`src/rtl/multicycle_sequencer.sv`:
```
`default_nettype none
// ============================================================================
// Module      : multicycle_sequencer
// Description : Multi-cycle FETCH/DECODE/EXEC/MEM/WB controller for the 8-bit
//               ExceptioNull core. Owns the PC, latches the instruction word,
//               drives ALU / register-file / data-memory control and resolves
//               jumps and branches.
//               Optional feature macro: SINGLE_STEP_EN (adds the step port;
//               each step pulse retires exactly one instruction).
// Revision    : 1.0 - initial release
// ============================================================================
module multicycle_sequencer #(
    parameter int PC_W     = 8,
    parameter int RESET_PC = 0
) (
    input  logic            clk,
    input  logic            rst_n,
    output logic            imem_req,
    output logic [PC_W-1:0] imem_addr,
    input  logic            imem_ack,
    input  logic [7:0]      imem_rdata,
    output logic            dmem_req,
    output logic            dmem_we,
    input  logic            dmem_ack,
    input  logic            alu_zero,
    output logic [2:0]      alu_control,
    output logic            alu_src,
    output logic            alu_cmp,
    output logic            wren_reg,
    output logic            datamem_toreg,
    output logic            link_sel,
    output logic [PC_W-1:0] pc,
    output logic [7:0]      ir,
    output logic [2:0]      state
`ifdef SINGLE_STEP_EN
    ,
    input  logic            step
`endif
);

    typedef enum logic [2:0] {
        S_FETCH  = 3'd0,
        S_DECODE = 3'd1,
        S_EXEC   = 3'd2,
        S_MEM    = 3'd3,
        S_WB     = 3'd4
    } state_t;

    localparam logic [3:0] c_OP_J    = 4'h8;
    localparam logic [3:0] c_OP_JAL  = 4'h9;
    localparam logic [3:0] c_OP_LW   = 4'hA;
    localparam logic [3:0] c_OP_SW   = 4'hB;
    localparam logic [3:0] c_OP_BEQ  = 4'hC;
    localparam logic [3:0] c_OP_BNE  = 4'hD;
    localparam logic [3:0] c_OP_ADDI = 4'hE;
    localparam logic [3:0] c_OP_LI   = 4'hF;

    localparam logic [2:0] c_ALU_MOV = 3'b000;
    localparam logic [2:0] c_ALU_ADD = 3'b001;

    // In single-step mode a fresh FETCH waits for a step pulse instead of
    // requesting immediately.
`ifdef SINGLE_STEP_EN
    localparam logic c_AUTO_REQ = 1'b0;
`else
    localparam logic c_AUTO_REQ = 1'b1;
`endif

    state_t          r_state;
    logic [PC_W-1:0] r_pc;
    logic [7:0]      r_ir;
`ifdef SINGLE_STEP_EN
    logic            r_step_pending;
`endif

    logic [3:0]      w_op;
    logic [PC_W-1:0] w_branch_target;
    logic            w_taken;
    logic            w_is_mem;

    // Opcode decode and branch resolution from the latched instruction.
    // The target uses the already-incremented pc, so offsets are relative to
    // the instruction after the branch.
    assign w_op            = r_ir[7:4];
    assign w_branch_target = r_pc + {{(PC_W-4){r_ir[3]}}, r_ir[3:0]};
    assign w_taken         = (alu_zero == (w_op == c_OP_BEQ));
    assign w_is_mem        = (w_op == c_OP_LW) || (w_op == c_OP_SW);

    assign imem_addr = r_pc;
    assign pc        = r_pc;
    assign ir        = r_ir;
    assign state     = r_state;

    // Sequencer: state, PC, IR and every control output are registered here
    // so each output is glitch-free and changes only on state transitions.
    always_ff @(posedge clk or negedge rst_n) begin
        if (!rst_n) begin
            r_state        <= S_FETCH;
            r_pc           <= PC_W'(RESET_PC);
            r_ir           <= 8'h00;
            imem_req       <= 1'b0;
            dmem_req       <= 1'b0;
            dmem_we        <= 1'b0;
            alu_control    <= 3'b000;
            alu_src        <= 1'b0;
            alu_cmp        <= 1'b0;
            wren_reg       <= 1'b0;
            datamem_toreg  <= 1'b0;
            link_sel       <= 1'b0;
`ifdef SINGLE_STEP_EN
            r_step_pending <= 1'b0;
`endif
        end else begin
            unique case (r_state)
                S_FETCH: begin
                    if (imem_req && imem_ack) begin
                        r_ir     <= imem_rdata;
                        r_pc     <= r_pc + PC_W'(1);
                        imem_req <= 1'b0;
                        r_state  <= S_DECODE;
                    end else if (!imem_req) begin
`ifdef SINGLE_STEP_EN
                        // A pulse is remembered for one cycle and then turned
                        // into a fetch; pulses outside idle FETCH are dropped.
                        if (r_step_pending) begin
                            imem_req       <= 1'b1;
                            r_step_pending <= 1'b0;
                        end else if (step) begin
                            r_step_pending <= 1'b1;
                        end
`else
                        imem_req <= 1'b1;
`endif
                    end
                end

                S_DECODE: begin
                    // Set up the ALU so its controls are valid for all of EXEC.
                    unique case (w_op)
                        c_OP_ADDI, c_OP_LW, c_OP_SW: begin
                            alu_control <= c_ALU_ADD;
                            alu_src     <= 1'b1;
                            alu_cmp     <= 1'b0;
                        end
                        c_OP_LI: begin
                            alu_control <= c_ALU_MOV;
                            alu_src     <= 1'b1;
                            alu_cmp     <= 1'b0;
                        end
                        c_OP_BEQ, c_OP_BNE: begin
                            alu_control <= c_ALU_MOV;
                            alu_src     <= 1'b0;
                            alu_cmp     <= 1'b1;
                        end
                        c_OP_J, c_OP_JAL: begin
                            alu_control <= c_ALU_MOV;
                            alu_src     <= 1'b0;
                            alu_cmp     <= 1'b0;
                        end
                        default: begin
                            alu_control <= w_op[2:0];
                            alu_src     <= 1'b0;
                            alu_cmp     <= 1'b0;
                        end
                    endcase
                    r_state <= S_EXEC;
                end

                S_EXEC: begin
                    // Loads/stores keep the address calculation alive in MEM.
                    if (!w_is_mem) begin
                        alu_control <= 3'b000;
                        alu_src     <= 1'b0;
                        alu_cmp     <= 1'b0;
                    end
                    unique case (w_op)
                        c_OP_LW, c_OP_SW: begin
                            dmem_req <= 1'b1;
                            dmem_we  <= (w_op == c_OP_SW);
                            r_state  <= S_MEM;
                        end
                        c_OP_J: begin
                            r_pc     <= w_branch_target;
                            imem_req <= c_AUTO_REQ;
                            r_state  <= S_FETCH;
                        end
                        c_OP_JAL: begin
                            r_pc     <= w_branch_target;
                            wren_reg <= 1'b1;
                            link_sel <= 1'b1;
                            r_state  <= S_WB;
                        end
                        c_OP_BEQ, c_OP_BNE: begin
                            if (w_taken) begin
                                r_pc <= w_branch_target;
                            end
                            imem_req <= c_AUTO_REQ;
                            r_state  <= S_FETCH;
                        end
                        default: begin
                            wren_reg <= 1'b1;
                            r_state  <= S_WB;
                        end
                    endcase
                end

                S_MEM: begin
                    if (dmem_ack) begin
                        dmem_req    <= 1'b0;
                        dmem_we     <= 1'b0;
                        alu_control <= 3'b000;
                        alu_src     <= 1'b0;
                        alu_cmp     <= 1'b0;
                        if (w_op == c_OP_LW) begin
                            wren_reg      <= 1'b1;
                            datamem_toreg <= 1'b1;
                            r_state       <= S_WB;
                        end else begin
                            imem_req <= c_AUTO_REQ;
                            r_state  <= S_FETCH;
                        end
                    end
                end

                S_WB: begin
                    // Register write lasts exactly this one cycle.
                    wren_reg      <= 1'b0;
                    datamem_toreg <= 1'b0;
                    link_sel      <= 1'b0;
                    imem_req      <= c_AUTO_REQ;
                    r_state       <= S_FETCH;
                end

                default: begin
                    r_state <= S_FETCH;
                end
            endcase
        end
    end

endmodule
`default_nettype wire

```
`config.mk`:
```
export PLATFORM = sky130hd
export DESIGN_NAME = multicycle_sequencer
export DESIGN_NICKNAME = d
export VERILOG_FILES = /design/src/rtl/multicycle_sequencer.sv
export SDC_FILE = /design/constraint.sdc
export NUM_CORES = 1
export LEC_CHECK = 0
export CORE_ASPECT_RATIO = 0.7
export CORE_MARGIN = 2
export CORE_UTILIZATION = 46
export DETAILED_ROUTE_END_ITERATION = 10
export PLACE_DENSITY = 0.79
export SYNTH_ARGS = -nofsm -noshare
export SYNTH_HDL_FRONTEND = slang
export SYNTH_SLANG_ARGS = --single-unit
```
`constraint.sdc`:
```
create_clock -name clk -period 2.6 [get_ports clk]
set_input_delay 0.39 -clock clk [delete_from_list [all_inputs] [get_ports clk]]
set_output_delay 0.39 -clock clk [all_outputs]
set_load 0.05 [all_outputs]
```
==> results.md <==
Yosys:
- The Yosys warning count is 0.
- Summing the sequential cell areas from Yosys gives 45.4% of the chip area.
- Synthesis produced a netlist with a net count of 182.
- For this run, the leading register cell type out of synthesis is sky130_fd_sc_hd__dfrtp_1.
- Yosys mapped a number of flops with a built-in enable equal to 0.
- The proportion of register bits with asynchronous set or reset after synthesis is 100%.
- Ranked by total cell area, the synthesized netlist is headed by sky130_fd_sc_hd__dfrtp_1 (45%), sky130_fd_sc_hd__mux2_2 (6.8%), sky130_fd_sc_hd__buf_4 (4.1%), sky130_fd_sc_hd__o21ai_0 (3.6%), sky130_fd_sc_hd__nor2_1 (3.2%).
- By count the netlist is led by sky130_fd_sc_hd__dfrtp_1 (30), sky130_fd_sc_hd__nor2_1 (14), sky130_fd_sc_hd__nand2_1 (13).
- The register bit count reported by yosys is 30.
- Summed over all instances, the cell type with the most area after synthesis is sky130_fd_sc_hd__dfrtp_1.
- The combined area of all synthesized cells is 1650 um2.
- Of the total synthesized cell area, the portion taken by XOR and XNOR cells is 4.24%.
- Summing the areas of all compound-gate instances in the mapped netlist gives 12.3% of the synthesized area.
- The number of instances in the synthesized netlist is 165.
- The number of distinct library cells after synthesis is 43.
- The multiplexer share of the synthesized area is 7.41%.
- The synthesized netlist devotes 19.4% of its cell area to simple gates.
- The adder-cell share of the synthesized area is 3.48%.
- Each instance of the synthesized netlist takes up on average 10.0 um2.
- By area, the combinational part of the netlist is dominated by simple AND/OR/NAND/NOR gates.
- The most common cell in the synthesized netlist is sky130_fd_sc_hd__dfrtp_1.
- In this run the biggest area consumer among cell types represents 45.4% of the synthesized area.

Finish:
- In the final layout, the share of cells above drive strength 1 is 12.4%.
- The area occupied by multi-input gates is 783 um2.
- Summing all flip-flop and latch instances after layout gives 752 um2.
- For this run, the post-layout net count is 225.
- The final design area excluding fillers is 2230 um2.
- The number of diodes is 0.
- The layout has 283 filler cells.
- Compared with the post-synthesis result, the final layout area differs by 34.9%.

Hold path:
- The worst hold path passes through 2 cells.
- For hold timing, the worst endpoint is alu_control[1].
- The worst hold path belongs to the class reg -> reg.
- In this run the most critical hold path is launched from alu_control[1].

Worst setup path:
- The category of the most critical setup path is reg -> reg.
- The required time at the endpoint of the critical path is 2.81 ns.
- The count of cells along the worst register-to-register path is 10.
- The reg-to-reg setup timing slack is 0.24 ns.
- STA puts the critical path data arrival time at 2.57 ns.
- The startpoint type of the worst setup path is a flip-flop.
- The start of the worst register-to-register path is state[2].
- In this run the critical register-to-register path is captured at imem_addr[4].
- The worst setup path is captured at a flip-flop.
- The largest fanout on the critical path is 12.

Clock network:
- The number of setup buffers added after CTS is 0.
- The number of buffers on the longest clock path is 2.
- The clock sink count is 30.
- The number of clock buffers inserted by TritonCTS is 5.
- Hold repair after CTS inserted 0 buffers.
- For the worst-skew pair, the clock arrives at the later sink with an insertion delay of 0.28 ns.
- The H-tree was split into 2 levels.
- The clock tree root driver cell is sky130_fd_sc_hd__clkbuf_8.
- TritonCTS built the clock tree.
- The clock transition at the registers of the reported paths is 0.07 ns.

STA:
- The routed design could run at a clock period as short as 2.36 ns.
- The total negative slack for setup checks is 0 ns.
- Derived from the worst setup path, the maximum achievable clock frequency is 424 MHz.
- The max-slew violation count was 0.
- The slew at the pin with the worst max-slew slack is 0.590 ns.
- The total count of hold-check failures in the final report was 0.
- The total setup violations reported at the end of the flow is 0.
- Setup repair after global routing left no endpoint under its margin.
- Across all hold checks on the routed design, the worst slack comes to 0.493 ns.
- The portion of the clock cycle consumed by the worst path in the final layout is 90.7%.
- The max-slew headroom at the worst pin is 60.6%.
- The worst clock skew is 0.00473 ns.

Placed design:
- The routability-driven placement congestion ratio is 0.886.
- After legalization and detailed placement, the total HPWL measured 2890 um.
- The count of buffers inserted at the top-level ports is 50.
- The post-detailed-placement cell area is 2130 um2.

Drt:
- Before antenna repair, the detailed router went through 4 iterations.
- The residual antenna-violating net count after detailed routing is 0.
- In the final routed layout, each cell accounts on average for 15.2 um.
- Using the TritonRoute via totals, the vias-per-cell ratio works out to 5.36.
- In this run, the number of DRC markers left after iteration 0 of detailed routing was 88.
- After detailed routing, the total wire length is 3940 um.
- The count of vias placed by the detailed router is 1388.
- After detailed routing, the number of remaining DRC violations is 0.

Floorplanning:
- The die is 75.7 um wide.
- The floorplan step set the die height to 54.2 um.
- The effective utilization at floorplan is 47.4%.
- For this design the top-level I/O count stands at 51.
- The standard-cell row count is 18.
- The floorplan step defined a die boundary enclosing 4100 um2.
- The core region is 3490 um2.

Global route:
- The remaining global-route overflow is 0.
- The via count of the first global-routing pass is 1354.
- In the global route stage, overall resource usage came out at 21.9%.
- The initial antenna violation count is 0.
- Entering global routing, the biggest net connects 31 pins.
- The first-pass GRT wire length is 6440 um.

Flow run:
- Max-cap violations in this run came to 0.

Status:
- The flow ran to the end, and the final reports show no timing, DRC or antenna violations.
[worst max-delay path, stage by stage (launching register included)]
cell	delay (ns)
sky130_fd_sc_hd__dfrtp_2	0.48
sky130_fd_sc_hd__nand2b_1	0.25
sky130_fd_sc_hd__or3_1	0.34
sky130_fd_sc_hd__ha_1	0.21
sky130_fd_sc_hd__inv_1	0.07
sky130_fd_sc_hd__fa_1	0.22
sky130_fd_sc_hd__nor2b_1	0.09
sky130_fd_sc_hd__nor3_2	0.21
sky130_fd_sc_hd__nand2b_1	0.08
sky130_fd_sc_hd__a21oi_1	0.18
sky130_fd_sc_hd__xor2_1	0.15
[final cells by class]
class | instances | share of cell area [%]
Sequential cell | 30 | 33.7
Clock buffer | 7 | 3.87
Timing Repair Buffer | 53 | 23.4
Tap cell | 50 | 2.80
Inverter | 5 | 0.841
Clock inverter | 1 | 0.224
Multi-Input combinational cell | 113 | 35.1
[worst max-delay path by stage]
stage / to / cells after the start / from / slack [ns]
after floorplan: imem_addr[5] / 11 / state[0] / 0.02
after global placement: imem_addr[4] / 10 / state[2] / 0.33
after detailed placement: imem_addr[4] / 10 / state[2] / 0.21
after CTS: imem_addr[4] / 10 / state[2] / 0.18
after global routing: imem_addr[4] / 10 / state[2] / 0.04
final: imem_addr[4] / 10 / state[2] / 0.24
[cells in the final DEF, fill, tap and decap left out, drive strengths merged, types with 2 or more instances in the layout]
master         instances
nand3b                 3
a31oi                  2
nor2b                  4
xor2                   6
mux2                  10
nor2                  14
nor3                   4
inv                    5
clkbuf                 7
a21o                   3
nand2                 13
dfrtp                 30
clkdlybuf4s50         50
a32o                   2
xnor2                  2
a21oi                  7
or3b                   2
ha                     3
o21ai                 12
nor3b                  3
nand3                  3
nand2b                 4
buf                    3
[layer usage]
metal | GRT usage (%) | share of wire, % | vias up | wire, um
met2 | 34.9 | 48 | 51 | 1880
met5 | 0 | 0 | - | 0
met4 | 8.48 | 1.6 | 0 | 62
met3 | 6.55 | 5.8 | 6 | 230
met1 | 28.1 | 45 | 680 | 1770
li1 | - | - | 651 | -
[through the flow]
step                utilization [%]  setup WS (ns)  std cells
floorplan                         -         0.0155        165
global placement               61.0          0.330        251
detailed placement             61.0          0.207        251
CTS                            63.7          0.178        259
global route                   63.9         0.0376        259
finish                         63.9          0.241        259
[kinds of logic after synthesis]
logic type / count (synthesis)
AOI/OAI and AO/OA: 32
xor gates and xnor gates: 8
adders and majority gates: 4
buffers and inverters: 22
DFF: 30
muxes: 11
and+or+nand+nor: 58
[repair_timing]
action,in CTS,in global routing
gates resized for setup,0,2
setup endpoints to repair,0,4
endpoints found under the hold margin,0,0
Power is not shown: default switching activity piles up to over one toggle a cycle in this logic, so the estimate is an artifact.
